File: config.mk
export PLATFORM = sky130hd
export DESIGN_NAME = mem_port_arbiter
export DESIGN_NICKNAME = d
export VERILOG_FILES = /design/src/rtl/mem_port_arbiter.sv
export SDC_FILE = /design/constraint.sdc
export NUM_CORES = 1
export LEC_CHECK = 0
export CELL_PAD_IN_SITES_DETAIL_PLACEMENT = 2
export CELL_PAD_IN_SITES_GLOBAL_PLACEMENT = 2
export CORE_AREA = 2 2 105 107
export DETAILED_ROUTE_END_ITERATION = 8
export DIE_AREA = 0 0 107 109
export DONT_BUFFER_PORTS = 1
export PLACE_DENSITY = 0.8
export SETUP_SLACK_MARGIN = 0.2
export SYNTH_ARGS = -nofsm -noshare
export SYNTH_HDL_FRONTEND = slang
export SYNTH_SLANG_ARGS = --single-unit
File: constraint.sdc
create_clock -name clk -period 2.5 [get_ports clk]
set_input_delay 0.375 -clock clk [delete_from_list [all_inputs] [get_ports clk]]
set_output_delay 0.375 -clock clk [all_outputs]
set_load 0.01 [all_outputs]
File: src/rtl/mem_port_arbiter.sv
// Shares one external memory port between the I-cache refill path and the D-cache
// refill/write-back path; each grant runs a full line burst with fixed per-word latency.
module mem_port_arbiter #(
  parameter int unsigned LINE_WORDS = 4,
  parameter int unsigned MEM_LAT    = 2,
  parameter int unsigned IDXW       = $clog2(LINE_WORDS)
) (
  input  logic            clk,
  input  logic            rst,
  input  logic            IReq,
  input  logic [31:0]     IAddr,
  output logic [31:0]     IRdata,
  output logic            IRvalid,
  output logic [IDXW-1:0] IWordIdx,
  output logic            IDone,
  input  logic            DReq,
  input  logic            DWe,
  input  logic [31:0]     DAddr,
  input  logic [31:0]     DWdata,
  output logic [31:0]     DRdata,
  output logic            DRvalid,
  output logic [IDXW-1:0] DWordIdx,
  output logic            DDone,
  output logic [31:0]     MemAddr,
  output logic [31:0]     MemWriteData,
  output logic            MemWb,
  input  logic [31:0]     MemData,
  output logic            Busy
);

  localparam int unsigned    LatW     = (MEM_LAT > 1) ? $clog2(MEM_LAT) : 1;
  localparam int unsigned    OffW     = IDXW + 2;
  localparam logic [LatW-1:0] LatLast  = LatW'(MEM_LAT - 1);
  localparam logic [IDXW-1:0] WordLast = IDXW'(LINE_WORDS - 1);

  typedef enum logic [1:0] {StIdle, StXfer, StDone} state_e;

  state_e          state_q, state_d;
  logic            owner_q, owner_d;            // 1 = D-side owns the burst
  logic            dir_q, dir_d;                // 1 = write-back
  logic            last_grant_q, last_grant_d;  // 1 = D-side was granted last
  logic [31:0]     base_q, base_d;
  logic [IDXW-1:0] word_cnt_q, word_cnt_d;
  logic [LatW-1:0] lat_cnt_q, lat_cnt_d;
  logic            grant;
  logic            xfer, strobe;

  // Line-offset address bits are ignored by design.
  logic unused_addr_bits;
  assign unused_addr_bits = ^{IAddr[OffW-1:0], DAddr[OffW-1:0]};

  always_ff @(posedge clk) begin
    if (rst) begin
      state_q      <= StIdle;
      owner_q      <= 1'b0;
      dir_q        <= 1'b0;
      last_grant_q <= 1'b0;
      base_q       <= '0;
      word_cnt_q   <= '0;
      lat_cnt_q    <= '0;
    end else begin
      state_q      <= state_d;
      owner_q      <= owner_d;
      dir_q        <= dir_d;
      last_grant_q <= last_grant_d;
      base_q       <= base_d;
      word_cnt_q   <= word_cnt_d;
      lat_cnt_q    <= lat_cnt_d;
    end
  end

  always_comb begin
    state_d      = state_q;
    owner_d      = owner_q;
    dir_d        = dir_q;
    last_grant_d = last_grant_q;
    base_d       = base_q;
    word_cnt_d   = word_cnt_q;
    lat_cnt_d    = lat_cnt_q;
    grant        = 1'b0;
    unique case (state_q)
      StIdle: begin
        if (IReq || DReq) begin
          // On contention the side that did not win last time is served.
          grant        = (IReq && DReq) ? ~last_grant_q : DReq;
          owner_d      = grant;
          last_grant_d = grant;
          dir_d        = grant & DWe;
          base_d       = {(grant ? DAddr[31:OffW] : IAddr[31:OffW]), {OffW{1'b0}}};
          word_cnt_d   = '0;
          lat_cnt_d    = '0;
          state_d      = StXfer;
        end
      end
      StXfer: begin
        if (lat_cnt_q == LatLast) begin
          lat_cnt_d  = '0;
          word_cnt_d = word_cnt_q + 1'b1;
          if (word_cnt_q == WordLast) state_d = StDone;
        end else begin
          lat_cnt_d = lat_cnt_q + 1'b1;
        end
      end
      StDone:  state_d = StIdle;
      default: state_d = StIdle;
    endcase
  end

  // Outputs are forced to zero during reset so an abandoned burst leaves no trace.
  always_comb begin
    IRdata       = '0;
    IRvalid      = 1'b0;
    IWordIdx     = '0;
    IDone        = 1'b0;
    DRdata       = '0;
    DRvalid      = 1'b0;
    DWordIdx     = '0;
    DDone        = 1'b0;
    MemAddr      = '0;
    MemWriteData = '0;
    MemWb        = 1'b0;
    xfer         = (state_q == StXfer) && !rst;
    strobe       = xfer && (lat_cnt_q == LatLast);
    Busy         = (state_q != StIdle) && !rst;
    if (xfer) begin
      MemAddr = base_q | {{(30 - IDXW){1'b0}}, word_cnt_q, 2'b00};
      if (owner_q) DWordIdx = word_cnt_q;
      else         IWordIdx = word_cnt_q;
    end
    if (strobe) begin
      if (dir_q) begin
        MemWb        = 1'b1;
        MemWriteData = DWdata;
      end else if (owner_q) begin
        DRvalid = 1'b1;
        DRdata  = MemData;
      end else begin
        IRvalid = 1'b1;
        IRdata  = MemData;
      end
    end
    if ((state_q == StDone) && !rst) begin
      if (owner_q) DDone = 1'b1;
      else         IDone = 1'b1;
    end
  end

endmodule

# Word-level counts from Yosys, hierarchy flattened
# Cells that the tools add are included.
dict set report totals {
  reg_bits 35
  in_bits 133
  elab_cells 66
}
dict set report op_classes {
  addsub 2
  n_eq_ne 6
  muxes 35
  bitwise 3
  n_reduce_logical 14
}
# op count
set op_table {}
lappend op_table {{2-to-1 mux 32 bit} 9}
lappend op_table {{OR 32 x 4 -> 32 bit} 1}
lappend op_table {{2-to-1 mux 28 bit} 1}
lappend op_table {{2-to-1 mux 2 bit} 9}
lappend op_table {{2-to-1 mux 1 bit} 13}
lappend op_table {{case mux 2 bit (2 select lines)} 2}
lappend op_table {{!= test 2 bit (second input constant)} 3}
lappend op_table {{AND reduction 3 bit} 2}
lappend op_table {{logical AND 1 bit} 5}
lappend op_table {{== test 2 bit (second input constant)} 2}
lappend op_table {{AND reduction 2 bit} 2}
lappend op_table {{nonzero test 2 bit} 2}
lappend op_table {{adder 2 x 1 -> 2 bit (second input constant)} 1}
lappend op_table {{== test 2 x 1 -> 1 bit (second input constant)} 1}
lappend op_table {{zero test 2 bit} 1}
lappend op_table {{case mux 1 bit (2 select lines)} 1}
lappend op_table {{adder 1 bit (second input constant)} 1}
lappend op_table {{bitwise AND 1 bit} 1}
lappend op_table {{zero test 1 bit} 1}
lappend op_table {{logical OR 1 bit} 1}
lappend op_table {{NOT 1 bit} 1}

# Logic depth before layout (Yosys ltp)
# Gate-level depths: netlist of run 1.
dict set report depth {
  depth_word 4
  mapped_depth 5
  mapped_depth_nobuf 4
}

# Worst setup path after synthesis of run 1
# No wires, ideal clock.
dict set report synth_timing {
  kind {register to output}
  start {register state_q[1]}
  end {output IRdata[22]}
  t_arrival_ns 1.247
  setup_slack_ns 0.878
  path_stages_with_launch 5
  path_buffers 1
  path_cell_list {dfxtp_1 -> and2b_1 -> and4b_1 -> buf_2 -> and2_1}
}
dict set report synth_via {
  elab_chain_cells 4
}
# item line
set synth_rtl {}
lappend synth_rtl {{from (decl)} 38} ;# state_e state_q, state_d;
lappend synth_rtl {{from (signal assigned)} 54} ;# state_q <= StIdle;
lappend synth_rtl {{from (signal assigned)} 62} ;# state_q <= state_d;
lappend synth_rtl {{== test 2 x 1 -> 1 bit} 122} ;# xfer = (state_q == StXfer) && !rst;
lappend synth_rtl {{logical AND 1 bit} 122}
lappend synth_rtl {{logical AND 1 bit} 123} ;# strobe = xfer && (lat_cnt_q == LatLast);
lappend synth_rtl {{2-to-1 mux 32 bit} 130} ;# if (strobe) begin
lappend synth_rtl {{to (decl)} 12} ;# output logic [31:0] IRdata,
# Every way passes these cells.

# Final worst setup path of run 1
dict set report layout_timing {
  start {register state_q[1]}
  end {output IRdata[8]}
}
# Same word-level chain as after synthesis.

==> flow_summary.yaml, run 1 <==
synth:
  synthesis.instances: 350
  synth_cell_types: 35
  syn_avg_cell_area_um2: 7.636
  yosysWarnings: 0
  synth.largest_area_cell: "and2_1"
  synth_area_leaders: "and2_1 29%, dfxtp_1 26%, a311oi_2 11%"
  ys_ff_latch: 35
  synth_top_area_share_pct: 29.49
  synth_seq_area_share_pct: 26.22
  netlist_area_mm2: 0.002673
timing:
  fin_crit_sh_pct: 84.24
  hold_ws_ps: 155.1
  tightest_slew_ps: 827.7
  setup_viol: 0
  hold_viol_final: 0
  fin_worst_skew_ps: 5.486
  fin_crit_ps: 2106
  rsz0062_at_grt: "no"
  fin_tns_setup_ps: 0
  fmax_mhz: 474.8
  slew_violations: 0
  relSlewSlack_pct: 44.04
clock_tree:
  cts_tree: "built"
  clk_pin_slew_worst_paths_ps: 70
  numCtsBuffers: 5
  postCtsSetupRepairBufs: 0
  ctsHoldBuffers: 0
  cts.path.max_buffers: 2
  cts_root_buffer: "clkbuf_8"
  clk_latency_ps: 280
  ctsHtreeMaxLevel: 2
  clock_sinks: 35
detailed_routing:
  firstDrtPassIters: 4
  drt_iter0_drc: 96
  drc: 0
  final_antenna_net_count: 0
  routedWlPerCell_um: 22.15
  finalWirelength_um: 10520
  vias_per_cell: 5.198
  vias: 2469
power:
  p_clk_share_pct: 29.4
  share_comb_of_total_power_pct: 21.1
  powerDensity_mw_per_mm2: 459.1
  leakage_nw: 1.077
  pwr-share-seq_pct: 49.4
  p_sw_share_pct: 30.76
  switchingPower_mw: 0.3999
  ir_drop_v: 0.0003418
  p_int_mw: 0.9000
layout:
  layout_common_cells: "126 x and2_1, 59 x nand2_1, 35 x dfxtp_1, 33 x a21oi_1, 20 x a311oi_2"
  instances_no_fill: 475
  finalInstanceArea_mm2: 0.002831
  finalNetCount: 465
  final_common_cell: "and2_1"
  drive_above_1_share_pct: 12.12
  syn2layout_area_growth_pct: 5.946
grt:
  grt_usage_pct: 16.16
  grt_max_degree: 40
  gr-total-overflow: 0
  first_global_vias: 2449
  grt_first_pass_wirelength_um: 14270
  antenna_found_initial: 3
die:
  initial_core_util_pct: 25.21
  core-area_mm2: 0.01060
  die_w_um: 107
  io-pin-count: 271
  floorplan.rows: 38
  die_h_um: 109
  die-area_mm2: 0.01166
min_path:
  hold_end: "base_q[4]"
  hold_start: "rst"
  hold_class: "in2reg"
  hold_path_depth: 1
critical_path:
  r2r-start: "last_grant_q"
  cp-end-kind: "primary output"
  crit_type: "reg2out"
  arrival_ps: 1730
  crit_fanout: 33
  r2r-end: "base_q[13]"
  rr_worst_depth: 3
  crit_path_start_kind: "flop"
  crit_required_ps: 2120
  ff2ff_setup_slack_ps: 800
flow_run:
  drv_cap: 0
place:
  dp_hpwl_um: 8499
  gp_congestion: 0.9040
  place_area_mm2: 0.002743
  io_buffers: 0
  dp.cells: 464
outcome:
  status: "completed"
-- what timing repair did --
item,CTS,global route
resized for setup,0,1
endpoints found under the hold margin,0,0
setup endpoints to repair,0,10
-- Yosys cell counts, drive strengths merged --
library cell and n:
a211o 1, or2 3, nand3 2, a21bo 1
conb 1, and4 1, and2 126, o211ai 2
a22oi 1, nand2 59, and4b 1, a21boi 1
nor2b 2, clkbuf 15, and3 4, a311oi 28
buf 19, inv 1, nor4bb 1, dfxtp 35
nor3b 1, a21oi 33, o21ai 2, and2b 1
nand3b 1, nor2 6, ha 1, nor4b 1
-- stage by stage --
| stage | setup WS (ps) | power [mW] | util [%] |
|---|---|---|---|
| 2_1_floorplan | 877.7 | 0.8880 | - |
| 3_3_place_gp | 690.7 | 0.9213 | 25.87 |
| 3_5_place_dp | 654.9 | 0.9384 | 25.87 |
| 4_1_cts | 322.8 | 1.329 | 26.55 |
| 5_1_grt | 233.1 | 1.381 | 26.59 |
| 6_report | 393.9 | 1.300 | 26.71 |
-- critical path: stages, from the launching register on --
cell     delay [ps]
dfxtp_1         390
and2b_1         330
and4b_1         220
buf_4           270
and2_1          240
-- power by group through the flow --
stage | Sequential [mW] | Clock, mW | Combinational [mW]
floorplan | 0.642 | 0 | 0.246
global placement | 0.652 | 0 | 0.270
detailed placement | 0.656 | 0 | 0.283
CTS | 0.643 | 0.404 | 0.283
global route | 0.651 | 0.426 | 0.304
finish | 0.642 | 0.383 | 0.275
-- area by class of cell --
type / count / area (µm²)
fillers: 1251 / 7771
multi-input cells: 281 / 1814
flip-flops and latches: 35 / 700.7
diodes: 5 / 12.51
repair buffers: 7 / 52.55
well taps: 140 / 175.2
inverters: 1 / 3.754
clock buffers: 6 / 72.57
-- kinds of logic after synthesis --
| family | Yosys count | synth area share, % |
|---|---|---|
| AOI/OAI and AO/OA | 69 | 22.24 |
| adders and majority gates | 1 | 0.4681 |
| buffers and inverters | 35 | 6.414 |
| other | 1 | 0.1403 |
| DFF | 35 | 26.22 |
| and+or+nand+nor | 209 | 44.52 |
-- flip-flops by register name (all words and copies together), names as in the netlist --
signal        count
lat_cnt_q         1
dir_q             1
word_cnt_q        2
base_q           28
state_q           2
last_grant_q      1
-- worst max path at each step --
stage | end | startpoint
after floorplan | IRdata[22] | state_q[1]
after global placement | MemWriteData[8] | state_q[0]
after detailed placement | MemWriteData[8] | state_q[0]
after CTS | MemWriteData[8] | state_q[0]
after global routing | IRdata[16] | state_q[0]
final | IRdata[8] | state_q[1]
-- routing by layer --
metal / wire length (µm) / part of all wire, % / global-route usage (%)
met3: 1230 / 12 / 7.950
met4: 185 / 1.8 / 4.174
met5: 19 / 0.18 / 0
met1: 3861 / 37 / 17.03
met2: 5222 / 50 / 28.84
Note: power is estimated with default switching activity, not from simulation.
==> inputs of run 2 (changes only) <==
- PLACE_DENSITY: 0.8 -> 0.83
- clock period: 2.5 -> 1.9 ns (I/O delays scaled with it)
==> run 2 against run 1 <==
Global-route usage grew 2.5 points. Final area rose by 23%. Count of clock-buffer cells in the layout is 2 higher. Sequential power rose by 33%. Routed wire length is 22% higher. Critical path depth unchanged. Setup slack got worse by 390 ps. Sequential share of layout area shrank 4.3 points. Largest cell class unchanged.
==> flow_summary.yaml, run 2 (same netlist as run 1, synthesis figures left out) <==
die:
  floorplan.rows: 38
  core-area_mm2: 0.01060
  initial_core_util_pct: 25.21
  die_w_um: 107
  io-pin-count: 271
  die_h_um: 109
  die-area_mm2: 0.01166
critical_path:
  crit_fanout: 8
  arrival_ps: 1610
  crit_path_start_kind: "flop"
  r2r-start: "state_q[1]"
  crit_required_ps: 1620
  rr_worst_depth: 5
  r2r-end: "base_q[30]"
  crit_type: "reg2out"
  cp-end-kind: "primary output"
  ff2ff_setup_slack_ps: 370
flow_run:
  drv_cap: 0
detailed_routing:
  vias: 2708
  drc: 0
  finalWirelength_um: 12800
  drt_iter0_drc: 112
  firstDrtPassIters: 6
  final_antenna_net_count: 0
  routedWlPerCell_um: 24.86
  vias_per_cell: 5.258
place:
  io_buffers: 0
  dp_slack_ps: 111.2
  place_area_mm2: 0.002850
  dp_hpwl_um: 8729
  gp_congestion: 0.9069
  dp.cells: 475
layout:
  finalInstanceArea_mm2: 0.003487
  instances_no_fill: 515
  syn2layout_area_growth_pct: 30.48
  top_register: "base_q"
  largest_reg_flops: 28
  final_common_cell: "and2_4"
  fin_util_pct: 32.89
  reg_top3: "base_q: 28 flops, state_q: 2 flops, word_cnt_q: 2 flops"
  layout_common_cells: "64 x and2_4, 62 x and2_1, 59 x nand2_1, 33 x a21oi_1, 30 x dfxtp_1"
  drive_above_1_share_pct: 42.32
  finalNetCount: 504
timing:
  rsz0062_at_grt: "yes"
  hold_ws_ps: 58.59
  fin_crit_ps: 1891
  fin_tns_setup_ps: 0
  fmax_mhz: 528.7
  hold_viol_final: 0
  slew_violations: 0
  worst_slack_ps: 8.711
  setup_viol: 0
  fin_worst_skew_ps: 6.150
  fin_crit_sh_pct: 99.54
grt:
  grt_max_degree: 40
  grt_first_pass_wirelength_um: 16410
  grt_usage_pct: 18.65
  gr-total-overflow: 0
  antenna_found_initial: 1
  first_global_vias: 2657
clock_tree:
  numCtsBuffers: 5
  cts_root_buffer: "clkbuf_8"
  cts_tree: "built"
  clk_latency_ps: 280
  ctsHtreeMaxLevel: 2
  clock_sinks: 35
  clk_pin_slew_worst_paths_ps: 80
  cts.path.max_buffers: 2
power:
  leakage_nw: 1.406
  powerDensity_mw_per_mm2: 565.2
  design_power_total_mw: 1.971
  ir_drop_v: 0.0002444
min_path:
  hold_class: "in2reg"
  hold_start: "rst"
  hold_path_depth: 1
  hold_end: "base_q[4]"
outcome:
  status: "completed"
## run 2: cell count changes in the layout (fill, tap and decap cells not counted), sizes merged
cell    change
buf        +31
and3        +4
and4        +3
diode       -1
clkbuf      +3
## run 2: critical path: stages (launching register included)
cell and delay, ps:
dfxtp_4 370, nor3b_4 240, buf_6 180, and3_2 290, and2_1 230
## run 2: layer usage
metal / vias up / global-route usage, % / wire length [µm] / part of all wire, %
li1: 1226 / - / - / -
met1: 1329 / 20.91 / 4649 / 36
met2: 145 / 33.53 / 6804 / 53
met3: 8 / 7.113 / 1198 / 9.4
met4: 0 / 4.267 / 151 / 1.2
met5: - / 0 / 0 / 0
## run 2: power by group
part	internal, mW	switching, mW	total (mW)
Clock	0.332	0.284	0.616
Combinational	0.229	0.271	0.500
Sequential	0.803	0.0522	0.855
Total	1.36	0.607	1.97
## run 2: final cells by class
type	instances	area, µm²
Fill cell	1197	7116
Tap cell	140	175.2
Sequential cell	35	711.9
Antenna cell	4	10.01
Timing Repair Buffer	39	401.6
Multi-Input combinational cell	288	2085
Clock buffer	8	100.1
Inverter	1	3.754
## run 2: how the worst max path moves through the flow
stage                          start               end
after global routing      state_q[1]  MemWriteData[29]
after detailed placement  state_q[0]  MemWriteData[26]
final                     state_q[1]  MemWriteData[29]
after floorplan           state_q[1]        IRdata[22]
after CTS                 state_q[1]        IRdata[24]
after global placement    state_q[0]  MemWriteData[19]
## run 2: what timing repair did
item / 4_1_cts / 5_1_grt
pin swaps: 6 / 37
hold buffers: 0 / 0
setup endpoints to repair: 131 / 147
setup buffers: 7 / 12
resized for setup: 32 / 69
cloned: 5 / 4
hold endpoints to repair: 0 / 0
==> inputs of run 3 (changes only) <==
- PLACE_DENSITY: 0.83 -> 0.8
- clock period: 1.9 -> 2.3 ns (I/O delays scaled with it)
==> run 3 against run 2 <==
Die area unchanged. Sequential power decreased by 18%. First-iteration DRC count decreased by 26%. Worst hold slack improved by 74 ps. Largest cell class unchanged. Cell count decreased by 6.2%.
==> flow_summary.yaml, run 3 (same netlist as run 1, synthesis figures left out) <==
power:
  powerDensity_mw_per_mm2: 498.3
  leakage_nw: 1.119
  design_power_total_mw: 1.447
  p_int_mw: 0.9934
  p_sw_share_pct: 31.35
  p_clk_share_pct: 30.2
  pwr-share-seq_pct: 48.4
  switchingPower_mw: 0.4536
  share_comb_of_total_power_pct: 21.4
  ir_drop_v: 0.0002054
grt:
  grt_usage_pct: 16.44
  first_global_vias: 2397
  grt_first_pass_wirelength_um: 14550
  gr-total-overflow: 0
  grt_max_degree: 40
  antenna_found_initial: 3
detailed_routing:
  drt_iter0_drc: 83
  vias: 2526
  drc: 0
  finalWirelength_um: 10910
  firstDrtPassIters: 4
  final_antenna_net_count: 0
  vias_per_cell: 5.230
  routedWlPerCell_um: 22.60
critical_path:
  rr_worst_depth: 3
  path_cells: "and2b_4 > and4b_1 > buf_8 > and2_1"
  crit_type: "reg2out"
  ff2ff_setup_slack_ps: 540
  cp-end-kind: "primary output"
  crit_required_ps: 1960
  crit_fanout: 33
  r2r-start: "last_grant_q"
  path_delay_family: "simple AND/OR/NAND/NOR gates"
  slowest_stage: "dfxtp_1"
  critPathBufInv: 1
  r2r-end: "base_q[11]"
  crit_path_start_kind: "flop"
  slowest_delay_ps: 380
  arrival_ps: 1650
layout:
  layout_common_cells: "126 x and2_1, 59 x nand2_1, 34 x dfxtp_1, 33 x a21oi_1, 20 x a311oi_2"
  fillerInstances: 1246
  drive_above_1_share_pct: 14.75
  fin_util_pct: 27.39
  finalNetCount: 472
  top_register: "base_q"
  largest_reg_flops: 28
  reg_top3: "base_q: 28 flops, state_q: 2 flops, word_cnt_q: 2 flops"
  syn2layout_area_growth_pct: 8.661
  final_common_cell: "and2_1"
die:
  initial_core_util_pct: 25.21
  die-area_mm2: 0.01166
  floorplan.rows: 38
  core-area_mm2: 0.01060
  io-pin-count: 271
  die_h_um: 109
  die_w_um: 107
timing:
  rsz0062_at_grt: "no"
  tightest_slew_ps: 601.1
  fin_tns_setup_ps: 0
  hold_viol_final: 0
  fin_worst_skew_ps: 6.619
  setup_viol: 0
  fin_crit_sh_pct: 86.85
  fin_crit_ps: 1998
  slew_violations: 0
  fmax_mhz: 500.6
  hold_ws_ps: 132.4
  relSlewSlack_pct: 59.78
clock_tree:
  ctsHtreeMaxLevel: 2
  cts_tree: "built"
  clock_sinks: 35
  cts_root_buffer: "clkbuf_8"
  clk_latency_ps: 280
  clk_pin_slew_worst_paths_ps: 80
  numCtsBuffers: 5
  cts.path.max_buffers: 2
min_path:
  hold_end: "base_q[10]"
  hold_class: "in2reg"
  hold_path_depth: 1
  hold_start: "rst"
place:
  gp_congestion: 0.9145
  dp_hpwl_um: 8576
  io_buffers: 0
flow_run:
  drv_cap: 0
outcome:
  status: "completed"
[run 3: timing repair]
action,4_1_cts,5_1_grt
hold endpoints to repair,0,0
hold buffers,0,0
resized for setup,2,4
pin swaps,0,1
buffers inserted,0,1
gates cloned,0,1
setup endpoints to repair,14,67
[run 3: worst max-delay path by stage]
| stage | from | end | slack [ps] | cells after the start |
|---|---|---|---|---|
| 2_1_floorplan | state_q[1] | IRdata[22] | 710 | 4 |
| 3_3_place_gp | state_q[0] | MemWriteData[7] | 550 | 3 |
| 3_5_place_dp | state_q[0] | MemWriteData[8] | 500 | 3 |
| 4_1_cts | state_q[0] | DRdata[5] | 200 | 3 |
| 5_1_grt | state_q[1] | IRdata[13] | 200 | 4 |
| 6_report | state_q[1] | IRdata[20] | 300 | 4 |
[run 3: worst reg2reg max path: stages (launching register included)]
cell	delay (ps)
dfxtp_1	630
a21bo_2	610
nand2_1	170
a311oi_1	280
[run 3: metrics by stage]
| stage | cells | instance area, µm² | setup slack [ps] |
|---|---|---|---|
| after floorplan | 351 | 2676 | 707.7 |
| after global placement | 469 | 2780 | 553.8 |
| after detailed placement | 469 | 2780 | 499.2 |
| after CTS | 477 | 2869 | 199.7 |
| after global routing | 479 | 2894 | 199.7 |
| final | 483 | 2904 | 302.4 |
[run 3: metal layers]
layer / vias up / wire length (µm) / global-route usage [%] / share of wire, %
li1: 1148 / - / - / -
met1: 1237 / 4148 / 18.29 / 38
met2: 135 / 5541 / 29.34 / 51
met3: 4 / 1183 / 7.770 / 11
met4: 2 / 26 / 2.226 / 0.24
met5: - / 13 / 0 / 0.12
[run 3: area by class of cell]
class | instances | area [µm²] | share of cell area (%)
clock buffer | 7 | 76.32 | 2.628
inverter | 1 | 3.754 | 0.1293
timing repair buffer | 13 | 105.1 | 3.619
sequential | 35 | 701.9 | 24.17
antenna | 4 | 10.01 | 0.3447
clock inverter | 1 | 5.005 | 0.1723
tap | 140 | 175.2 | 6.032
multi-input combinational | 282 | 1827 | 62.90
[run 3: power by group through the flow]
stage / registers, mW / logic, mW / clock network (mW)
after floorplan: 0.698 / 0.267 / 0
after global placement: 0.708 / 0.293 / 0
after detailed placement: 0.713 / 0.308 / 0
after CTS: 0.699 / 0.309 / 0.459
after global routing: 0.710 / 0.344 / 0.479
final: 0.701 / 0.309 / 0.437
==> RTL change (flow settings as in run 2) <==
Make the reset (`rst`) asynchronous in one clocked block.
--- a/src/rtl/mem_port_arbiter.sv
+++ b/src/rtl/mem_port_arbiter.sv
@@ -49,7 +49,7 @@
   logic unused_addr_bits;
   assign unused_addr_bits = ^{IAddr[OffW-1:0], DAddr[OffW-1:0]};
 
-  always_ff @(posedge clk) begin
+  always_ff @(posedge clk or posedge rst) begin
     if (rst) begin
       state_q      <= StIdle;
       owner_q      <= 1'b0;
Formal check against the unedited RTL: no difference found for any inputs over 10 cycles, from zero or initial values and one cycle with rst high; that may be too few to reach the edited logic, so the function may still have changed.
==> RTL change against run 2 <==
Cell area down 0.97%; sequential cell count unchanged; setup slack improved by 0.0077 ns; wire length down 26%; synthesized area up 0.28%; synthesized cell count is 21% lower.
Power is not compared: it rests on default switching activity, and its combinational part moved more than twofold at a synthesized area within 25%.
==> RTL change: results (changes against run 2) <==
STATUS='complete, no violations'
SH_SEQ_AREA=0.254  # +0.0502
GRTUSAGEMET3=0.0275  # -0.0436
CRITICAL-PATH-SLOWEST-CELL='sky130_fd_sc_hd__dfrtp_1'
SYNTH_TOP_CELLS_BY_COUNT='127 x sky130_fd_sc_hd__and2_1, 47 x sky130_fd_sc_hd__mux2_2, 35 x sky130_fd_sc_hd__dfrtp_1'
WORSTHOLDSTART='IReq'
DRT-MET1-WL_UM=3420  # -26%
DP.CELLS=409  # -14%
AVGSYNTHCELLAREA_UM2=9.71  # +27%
SYNTH_AREA_LEADERS='sky130_fd_sc_hd__dfrtp_1 33%, sky130_fd_sc_hd__and2_1 30%, sky130_fd_sc_hd__mux2_2 20%, sky130_fd_sc_hd__mux2_4 5.0%, sky130_fd_sc_hd__clkbuf_1 1.7%'
GRT_PASS1_WL_UM=12500  # -24%
GRT_ANTENNA_BEFORE_REPAIR=0  # -1
ROUTE.MET3.WL_UM=492  # -59%
N_ALL_BUFFERS=28  # -28%
PLACE_CONGESTION=0.693  # -24%
MULTI_INPUT_LOGIC_AREA_UM2=1960  # -5.9%
NUM_ANTENNA_CELLS=0  # -4
SYNTH-ASYNC-RESET-RATIO=1.00  # +1.00
NUM-NONCLK-INVERTERS=2  # +1
REGTOREGSTARTPOINT='state_q[1]'
FINAL.FILL_COUNT=1145  # -4.3%
GRT_PASS1_VIAS=2180  # -18%
MET2_USAGE=0.270  # -0.0651
SYNTH-SEQ-AREA-SHARE=0.327  # +0.0646
HOLD_BUFFERS_POST_CTS=1  # +1
DR_VIAS=2097  # -23%
SYNTHADDERAREAFRAC=0.00467  # -0.0000131
DOMINANTREGCELLSYNTH='sky130_fd_sc_hd__dfrtp_1'
-- RTL change: logic make-up (layout without fill, tap and decap cells) --
logic type               after synthesis  after routing
flip-flops                            35             35
other                                  1              2
AND/OR/NAND/NOR                      151            151
adder cells (fa/ha/maj)                1              1
buffers and inverters                 23             37
AO/OA/AOI/OAI                          9             10
multiplexers                          56             56
-- RTL change: metrics by stage --
stage | hold WS (ns) | setup WS [ns] | area (µm²)
finish | 0.102 | 0.0164 | 3450
global route | 0.0878 | -0.101 | 3450
CTS | 0.0917 | 0.0205 | 3250
detailed placement | 0.216 | 0.110 | 2890
global placement | 0.202 | 0.170 | 2890
floorplan | 0.389 | 0.224 | 2680
-- RTL change: worst paths after layout --
check,endpoint,slack (ns),cells past startpoint
setup / recovery,DRdata[26],0.02,5
hold / removal,last_grant_q,0.10,1
setup reg to reg,base_q[5],0.33,6
hold reg to reg,base_q[18],0.51,1
max in group asynchronous,state_q[0],0.88,3
min in group asynchronous,base_q[24],0.50,2
